### src/rtl/pipe_pkg.sv
// Shared pipeline types for the hazard unit: state encoding,
// forwarding selects, register address width and control bundle.
`timescale 1ns/1ps
package pipe_pkg;

    localparam int REG_AW = 5;

    typedef enum logic [1:0] {
        INIT    = 2'd0,
        RUN     = 2'd1,
        MEMWAIT = 2'd2,
        ERR     = 2'd3
    } hz_state_e;

    localparam logic [1:0] FWD_RF  = 2'b00;
    localparam logic [1:0] FWD_WB  = 2'b01;
    localparam logic [1:0] FWD_MEM = 2'b10;

    typedef struct packed {
        logic stall_f;
        logic stall_d;
        logic stall_e;
        logic stall_m;
        logic flush_d;
        logic flush_e;
        logic flush_w;
    } hz_ctrl_t;

    function automatic hz_ctrl_t ctrl_init();
        hz_ctrl_t c;
        c = '0;
        c.stall_f = 1'b1;
        c.flush_d = 1'b1;
        c.flush_e = 1'b1;
        return c;
    endfunction

    // Freeze F..M and drop whatever leaves M so nothing retires twice.
    function automatic hz_ctrl_t ctrl_wait();
        hz_ctrl_t c;
        c = '0;
        c.stall_f = 1'b1;
        c.stall_d = 1'b1;
        c.stall_e = 1'b1;
        c.stall_m = 1'b1;
        c.flush_w = 1'b1;
        return c;
    endfunction

    // A taken branch squashes the load-use victim anyway, so it wins.
    function automatic hz_ctrl_t ctrl_run(
        input logic pc_src,
        input logic lw_stall
    );
        hz_ctrl_t c;
        c = '0;
        if (pc_src) begin
            c.flush_d = 1'b1;
            c.flush_e = 1'b1;
        end else if (lw_stall) begin
            c.stall_f = 1'b1;
            c.stall_d = 1'b1;
            c.flush_e = 1'b1;
        end
        return c;
    endfunction

endpackage

### src/rtl/fwd_select.sv
// ALU operand forwarding select for one execute-stage source.
// Ports: rs, rd_m, rd_w, reg_write_m, reg_write_w in; fwd out (2b).
`timescale 1ns/1ps
import pipe_pkg::*;

module fwd_select (
    input  logic [4:0] rs,
    input  logic [4:0] rd_m,
    input  logic [4:0] rd_w,
    input  logic       reg_write_m,
    input  logic       reg_write_w,
    output logic [1:0] fwd
);

    logic hit_m;
    logic hit_w;

    // x0 is hardwired zero and must never be forwarded.
    assign hit_m = reg_write_m & (rd_m != '0) & (rd_m == rs);
    assign hit_w = reg_write_w & (rd_w != '0) & (rd_w == rs);

    // M holds the younger value, so it wins over W.
    always_comb begin
        fwd = FWD_RF;
        if (hit_m) begin
            fwd = FWD_MEM;
        end else if (hit_w) begin
            fwd = FWD_WB;
        end
    end

endmodule

### src/rtl/hazard_ctrl.sv
// Hazard unit: forwarding, load-use stall, branch flush, memory-wait
// freeze with timeout. Ports: register ids/enables, LoadE, PCSrcE,
// MemReqM/MemReadyM in; ForwardAE/BE, Stall*, Flush*, mem_timeout out.
// HAZARD_PERF_EN adds stall_cycles/flush_events counters (PERF_W bits).
`timescale 1ns/1ps
import pipe_pkg::*;

module hazard_ctrl #(
    parameter int unsigned MEM_TIMEOUT = 255,
    parameter int unsigned PERF_W      = 32
) (
    input  logic       clk,
    input  logic       rst_n,
    input  logic [4:0] Rs1D,
    input  logic [4:0] Rs2D,
    input  logic [4:0] Rs1E,
    input  logic [4:0] Rs2E,
    input  logic [4:0] RdE,
    input  logic [4:0] RdM,
    input  logic [4:0] RdW,
    input  logic       LoadE,
    input  logic       RegWriteM,
    input  logic       RegWriteW,
    input  logic       PCSrcE,
    input  logic       MemReqM,
    input  logic       MemReadyM,
    output logic [1:0] ForwardAE,
    output logic [1:0] ForwardBE,
    output logic       StallF,
    output logic       StallD,
    output logic       StallE,
    output logic       StallM,
    output logic       FlushD,
    output logic       FlushE,
    output logic       FlushW,
    output logic       mem_timeout
`ifdef HAZARD_PERF_EN
    ,
    output logic [PERF_W-1:0] stall_cycles,
    output logic [PERF_W-1:0] flush_events
`endif
);

    localparam logic [15:0] TIMEOUT_CNT = 16'(MEM_TIMEOUT);

    hz_state_e   state_q;
    hz_state_e   state_d;
    logic [15:0] wait_cnt_q;
    logic [15:0] wait_cnt_d;
    logic        timeout_q;
    hz_ctrl_t    ctrl;
    logic        lw_stall;
    logic        mem_wait;
    logic        pc_taken;

    fwd_select u_fwd_a (
        .rs          (Rs1E),
        .rd_m        (RdM),
        .rd_w        (RdW),
        .reg_write_m (RegWriteM),
        .reg_write_w (RegWriteW),
        .fwd         (ForwardAE)
    );

    fwd_select u_fwd_b (
        .rs          (Rs2E),
        .rd_m        (RdM),
        .rd_w        (RdW),
        .reg_write_m (RegWriteM),
        .reg_write_w (RegWriteW),
        .fwd         (ForwardBE)
    );

    assign lw_stall = LoadE & (RdE != '0) &
                      ((RdE == Rs1D) | (RdE == Rs2D));
    assign mem_wait = MemReqM & ~MemReadyM;

    // A branch seen during a wait stays parked in E (StallE) and is
    // picked up by the RUN rules on the ready cycle.
    always_comb begin
        state_d    = state_q;
        wait_cnt_d = wait_cnt_q;
        ctrl       = '0;
        pc_taken   = 1'b0;
        unique case (state_q)
            INIT: begin
                ctrl    = ctrl_init();
                state_d = RUN;
            end
            RUN: begin
                if (mem_wait) begin
                    ctrl       = ctrl_wait();
                    state_d    = MEMWAIT;
                    wait_cnt_d = 16'd1;
                end else begin
                    ctrl     = ctrl_run(PCSrcE, lw_stall);
                    pc_taken = PCSrcE;
                end
            end
            MEMWAIT: begin
                if (MemReadyM) begin
                    ctrl       = ctrl_run(PCSrcE, lw_stall);
                    pc_taken   = PCSrcE;
                    state_d    = RUN;
                    wait_cnt_d = '0;
                end else begin
                    ctrl = ctrl_wait();
                    if (wait_cnt_q == TIMEOUT_CNT) begin
                        state_d = ERR;
                    end
                    if (wait_cnt_q != 16'hFFFF) begin
                        wait_cnt_d = wait_cnt_q + 16'd1;
                    end
                end
            end
            ERR: begin
                ctrl = ctrl_wait();
            end
            default: begin
                ctrl    = ctrl_init();
                state_d = INIT;
            end
        endcase
    end

    always_ff @(posedge clk or negedge rst_n) begin
        if (!rst_n) begin
            state_q    <= INIT;
            wait_cnt_q <= '0;
            timeout_q  <= 1'b0;
        end else begin
            state_q    <= state_d;
            wait_cnt_q <= wait_cnt_d;
            timeout_q  <= timeout_q | (state_d == ERR);
        end
    end

    assign StallF      = ctrl.stall_f;
    assign StallD      = ctrl.stall_d;
    assign StallE      = ctrl.stall_e;
    assign StallM      = ctrl.stall_m;
    assign FlushD      = ctrl.flush_d;
    assign FlushE      = ctrl.flush_e;
    assign FlushW      = ctrl.flush_w;
    assign mem_timeout = timeout_q;

`ifdef HAZARD_PERF_EN
    logic [PERF_W-1:0] stall_q;
    logic [PERF_W-1:0] flush_q;
    logic              live;

    assign live = (state_q == RUN) | (state_q == MEMWAIT);

    always_ff @(posedge clk or negedge rst_n) begin
        if (!rst_n) begin
            stall_q <= '0;
            flush_q <= '0;
        end else begin
            if (live && ctrl.stall_f) begin
                stall_q <= stall_q + PERF_W'(1);
            end
            if (pc_taken) begin
                flush_q <= flush_q + PERF_W'(1);
            end
        end
    end

    assign stall_cycles = stall_q;
    assign flush_events = flush_q;
`else
    // Counters compiled out; keep PERF_W referenced in this build.
    if (PERF_W > 0) begin : g_perf_off
    end
    logic unused_pc_taken;
    assign unused_pc_taken = pc_taken;
`endif

endmodule

### config.mk
export PLATFORM = sky130hd
export DESIGN_NAME = hazard_ctrl
export DESIGN_NICKNAME = d
export VERILOG_FILES = /design/src/rtl/pipe_pkg.sv /design/src/rtl/fwd_select.sv /design/src/rtl/hazard_ctrl.sv
export SDC_FILE = /design/constraint.sdc
export NUM_CORES = 1
export LEC_CHECK = 0
export BUFFER_PORTS_ARGS = -buffer_cell sky130_fd_sc_hd__buf_2
export CORE_ASPECT_RATIO = 1.75
export CORE_MARGIN = 2
export CORE_UTILIZATION = 46
export CTS_CLUSTER_SIZE = 14
export DETAILED_ROUTE_END_ITERATION = 7
export MAX_ROUTING_LAYER = met4
export PLACE_DENSITY = 0.77
export SYNTH_ARGS = -nofsm -noshare
export SYNTH_HDL_FRONTEND = slang
export SYNTH_SLANG_ARGS = --single-unit
### constraint.sdc
create_clock -name clk -period 1.6 [get_ports clk]
set_clock_uncertainty 0.1 [all_clocks]
set_input_delay 0.32 -clock clk [delete_from_list [all_inputs] [get_ports clk]]
set_output_delay 0.32 -clock clk [all_outputs]
set_load 0.1 [all_outputs]
==> flow_metrics.py, run 1 <==
metrics = {
    "placement": {
        "dpl.hpwl_mm": 5.19,
        "numPortBuffers": 54,
        "dpl_worst_slack_ns": -0.679,
        "gp_congestion": 0.896,
    },
    "synth": {
        "ys_types": 46,
        "synth-seq-cells": 19,
        "synth-edff-count": 0,
        "syn_avg_cell_area_sq_um": 8.99,
        "ys.flop_type": "dfrtp_1",
        "async_reset_ff_share_pct": 100,
        "synthCells": 184,
        "yosysSeqAreaShare_pct": 28.7,
        "ys.warnings.count": 0,
        "syn-cell-area_sq_um": 1650,
        "synth_fp_nets": 228,
    },
    "status": {
        "failed_stage": "global routing",
        "outcome": "did not finish",
        "tool.error": "[ERROR DPL-0038] Utilization greater than 100%, impossible to legalize",
    },
    "floorplanning": {
        "num_rows": 28,
        "chipWidth_um": 49.3,
        "ios": 55,
        "initial_core_util_pct": 48.7,
        "die_h_um": 83.3,
    },
    "clock_tree": {
        "cts_buffers": 3,
        "clock-sinks": 19,
        "cts_buffer_depth": 2,
        "cts-root-buf": "clkbuf_8",
        "h-tree-depth": 1,
    },
    "sta": {
        "worst-ep-kind": "primary output",
        "worstEndpointGrtRepair": "ForwardBE[0]",
    },
    "global_route": {
        "grt_max_degree": 20,
    },
}
## metrics by stage
step | util [%] | TNS, ns | instance area [sq um] | instances | hold slack [ns]
2_1_floorplan | - | -5.19 | 1960 | 184 | -0.0756
3_3_place_gp | 81.7 | -5.40 | 2780 | 335 | 0.183
3_5_place_dp | 81.7 | -6.90 | 2780 | 335 | 0.189
4_1_cts | 95.8 | -6.74 | 3260 | 354 | 0.352
## kinds of logic after synthesis
logic type               share of synthesized area [%]
flip-flops                                        28.7
buffers and inverters                             6.28
adder cells (fa/ha/maj)                          0.756
XOR/XNOR                                          19.6
AO/OA/AOI/OAI                                     19.1
AND/OR/NAND/NOR                                   25.6
## cell usage after synthesis, types with 2 or more instances
cell type   n  area [sq um]
xnor2_1    20           175
dfrtp_1    19           475
xor2_1     17           149
nand3_1    11          55.1
nor2_1     11          41.3
nand2_1    10          37.5
o21ai_0     9          45.0
a21oi_1     8          40.0
inv_1       8          30.0
or4_1       7          52.6
nor4_1      6          37.5
buf_4       4          30.0
o211ai_1    4          30.0
a22o_1      3          26.3
and4_1      3          26.3
buf_6       3          33.8
o22ai_1     3          18.8
or3_1       3          18.8
and2_1      2          12.5
and3_1      2          12.5
buf_2       2          10.0
nand4_4     2          42.5
nor2b_1     2          12.5
nor3_2      2          20.0
o221ai_1    2          17.5
## timing repair
action                                 in CTS
setup endpoints to repair                  27
pin swaps                                  51
buffers inserted                           15
resized for setup                          67
endpoints found under the hold margin      19
hold buffers                                1
==> inputs of run 2 (changes only) <==
--- a/config.mk
+++ b/config.mk
@@ -6,13 +6,10 @@
 export NUM_CORES = 1
 export LEC_CHECK = 0
 export BUFFER_PORTS_ARGS = -buffer_cell sky130_fd_sc_hd__buf_2
-export CORE_ASPECT_RATIO = 1.75
 export CORE_MARGIN = 2
-export CORE_UTILIZATION = 46
-export CTS_CLUSTER_SIZE = 14
+export CORE_UTILIZATION = 35
 export DETAILED_ROUTE_END_ITERATION = 7
-export MAX_ROUTING_LAYER = met4
-export PLACE_DENSITY = 0.77
+export PLACE_DENSITY_LB_ADDON = 0.15
 export SYNTH_ARGS = -nofsm -noshare
 export SYNTH_HDL_FRONTEND = slang
 export SYNTH_SLANG_ARGS = --single-unit
==> constraint.sdc (replaced) <==
create_clock -name clk -period 2.1 [get_ports clk]
set_clock_uncertainty 0.1 [all_clocks]
set_input_delay 0.42 -clock clk [delete_from_list [all_inputs] [get_ports clk]]
set_output_delay 0.42 -clock clk [all_outputs]
set_load 0.1 [all_outputs]
==> flow_metrics.py, run 2 <==
metrics = {
    "status": {
        "violations": "hold timing, setup timing",
        "outcome": "finished with violations",
    },
    "final_layout": {
        "finalNonFillerCells": 316,
        "fin_util_pct": 58.1,
        "max_flop_register": "wait_cnt_q",
        "regArea_sq_um": 475,
        "drive_gt1_share_pct": 49.6,
        "mostFrequentLayoutCell": "buf_2",
        "syn_to_final_growth_pct": 62.6,
        "multi_input_area_sq_um": 1350,
        "fillers": 403,
        "largest_reg_flops": 16,
        "layout_common_cells": "buf_2, buf_4, dfrtp_1",
        "layout.nets": 307,
        "insertedDiodeCount": 0,
    },
    "floorplanning": {
        "die_h_um": 72.7,
        "num_rows": 25,
        "chipWidth_um": 72.7,
        "core-area_sq_um": 4630,
        "ios": 55,
        "initial_core_util_pct": 35.7,
        "die_area_sq_um": 5290,
    },
    "job": {
        "drv_cap": 0,
    },
    "clock_tree": {
        "clk_latency_ns": 0.26,
        "cts-root-buf": "clkbuf_8",
        "clock-sinks": 19,
        "cts_buffers": 3,
        "h-tree-depth": 1,
        "cts_tree": "yes",
        "path_clk_slew_ns": 0.07,
        "cts_buffer_depth": 2,
        "ctsHoldBuffers": 0,
    },
    "worst_setup_path": {
        "worstPathMaxFanout": 3,
        "worst-path-buf-inv": 4,
        "reg2reg_slack_ns": 0.19,
        "crit_required_ns": 1.58,
        "worstPathArrival_ns": 1.80,
        "critPathCapture": "StallF",
        "worstRegToRegCells": 6,
        "cp_top_family": "simple AND/OR/NAND/NOR gates",
        "slowest_stage": "or4_4",
        "cp_cell_sequence": "buf_6 > or4_4 > o21a_4 > buf_6 > nand2_4 > buf_6 > o21ai_4 > buf_12",
        "r2r_end": "wait_cnt_q[12]$_DFFE_PN0P_",
        "worst_setup_path_start_kind": "primary input",
        "rr_startpoint": "wait_cnt_q[0]$_DFFE_PN0P_",
        "startpoint": "RdE[1]",
        "crit_top_cell": "buf_6",
        "critical_path_depth": 8,
        "end_kind": "output pin",
        "critical_path_class": "primary input to output pin",
        "critical_path.max_stage_delay_ns": 0.53,
    },
    "global_route": {
        "antenna_found_initial": 0,
        "grt_pass1_vias": 1654,
        "grt_max_degree": 20,
        "groute.usage.overall_pct": 17.7,
        "grt_pass1_wl_mm": 7.53,
        "grt.overflow.total": 0,
    },
    "sta": {
        "slew_headroom_pct": 67.8,
        "hold_viol": 19,
        "clock.fmax_ghz": 0.431,
        "fin_hold_ws_ns": -0.00630,
        "period_needed_ns": 2.32,
        "finalWorstSetupSlack_ns": -0.218,
        "slew_violations": 0,
        "fin_crit_sh_pct": 110,
        "rsz0062_at_grt": "yes",
        "worstMarginPinSlew_ns": 0.487,
        "setup_viol": 7,
    },
    "synth": {
        "synth_top_cell_area_share_pct": 28.7,
        "yosysMostFrequentCell": "xnor2_1",
        "synth-edff-count": 0,
        "synth-seq-cells": 19,
        "netlist_top_cells_count": "xnor2_1, dfrtp_1, xor2_1, nand3_1, nor2_1",
        "synth_top_family_by_area": "simple AND/OR/NAND/NOR gates",
        "synth_simple_gate_area_share_pct": 25.6,
        "synth_xor_area_share_pct": 19.6,
        "syn_avg_cell_area_sq_um": 8.99,
        "syn-cell-area_sq_um": 1650,
        "ys.flop_type": "dfrtp_1",
        "yosysSeqAreaShare_pct": 28.7,
        "synth_top_cell_by_area": "dfrtp_1",
        "synth_fp_nets": 228,
        "ys_types": 46,
        "synthCells": 184,
        "ys.warnings.count": 0,
        "yosys-top-cells-area": "dfrtp_1, xnor2_1, xor2_1",
        "synthMuxAreaShare_pct": 0,
        "synthAdderAreaFrac_pct": 0.756,
        "synth-compound-area-share_pct": 19.1,
        "async_reset_ff_share_pct": 100,
    },
    "power_and_ir_drop": {
        "ir_drop_uv": 178,
        "power.leakage_nw": 1.20,
        "p_per_area_nw_per_um2": 346,
    },
    "placement": {
        "numPortBuffers": 54,
        "dp.cells": 309,
        "gp_congestion": 0.817,
        "dpl.hpwl_mm": 3.32,
    },
    "route": {
        "totalWireLength_mm": 4.41,
        "wl_per_cell_um": 14.0,
        "ant_nets": 0,
        "dr.pass1.iters": 4,
        "via_per_inst": 5.31,
        "vias": 1679,
        "drt_iter0_markers": 129,
        "drc": 0,
    },
    "min_path": {
        "hold_path_class": "primary input to asynchronous set/reset pin",
    },
}
## run 2: cell counts after synthesis
No cell type changed its count.
## run 2: cell type report
cell class                      count  share of cell area, %
Multi-Input combinational cell    148                   50.0
Timing Repair Buffer               83                   27.0
Sequential cell                    19                   17.7
Tap cell                           54                   2.51
Clock buffer                        4                   1.67
Inverter                            8                   1.12
## run 2: repair_timing
| action | CTS | global route |
|---|---|---|
| buffers inserted | 1 | 2 |
| cloned | 0 | 0 |
| gates resized for setup | 28 | 12 |
| setup endpoints to repair | 7 | 9 |
| pin swaps | 7 | 14 |
## run 2: metal layers
| layer | vias up | global-route usage [%] | share of wire (%) | wire, um |
|---|---|---|---|---|
| met3 | 7 | 1.24 | 2.8 | 125 |
| met1 | 788 | 21.1 | 39 | 1730 |
| met4 | 0 | 5.76 | 1.6 | 71 |
| met5 | - | 0 | 0 | 0 |
| met2 | 47 | 33.4 | 56 | 2490 |
| li1 | 837 | - | - | - |
## run 2: how the worst min path moves through the flow
stage	slack, ns	from	end
floorplan	0.02	rst_n	mem_timeout$_DFF_PN0_
global placement	0.29	rst_n	wait_cnt_q[9]$_DFFE_PN0P_
detailed placement	0.29	rst_n	wait_cnt_q[9]$_DFFE_PN0P_
CTS	0.007	rst_n	wait_cnt_q[6]$_DFFE_PN0P_
global route	0.02	rst_n	wait_cnt_q[6]$_DFFE_PN0P_
finish	-0.006	rst_n	wait_cnt_q[15]$_DFFE_PN0P_
## run 2: worst reg2reg max path: cells and delay by family (launching register included)
kind	cells	cell delay, ns
simple gates	4	0.87
flops	1	0.42
fa+ha+maj	1	0.24
xor+xnor	1	0.16
## run 2: stage by stage
step           instance area (sq um)  total power (W)  setup TNS, ns  setup WS, ns
2_1_floorplan                   1830         0.000516          -1.67        -0.635
3_3_place_gp                    2420         0.000627          -1.52        -0.299
3_5_place_dp                    2420         0.000630          -1.52        -0.308
4_1_cts                         2610         0.000920          -1.06        -0.216
5_1_grt                         2690         0.000983          -1.41        -0.243
6_report                        2690         0.000931          -1.13        -0.218
## run 2: where the power goes
part           internal, W  leakage (nW)  switching (W)  total (W)
Sequential        0.000378         0.241      0.0000121   0.000390
Combinational     0.000145         0.932       0.000139   0.000284
Clock             0.000135        0.0228       0.000122   0.000257
Total             0.000658          1.20       0.000273   0.000931
## run 2: logic make-up (layout without fill, tap and decap cells)
logic type,Yosys count,count (layout)
fa+ha+maj,1,1
compound gates,43,43
buf+inv,17,95
xor+xnor,37,37
simple gates,67,67
flops,19,19
Power figures use the tool's default switching activity.
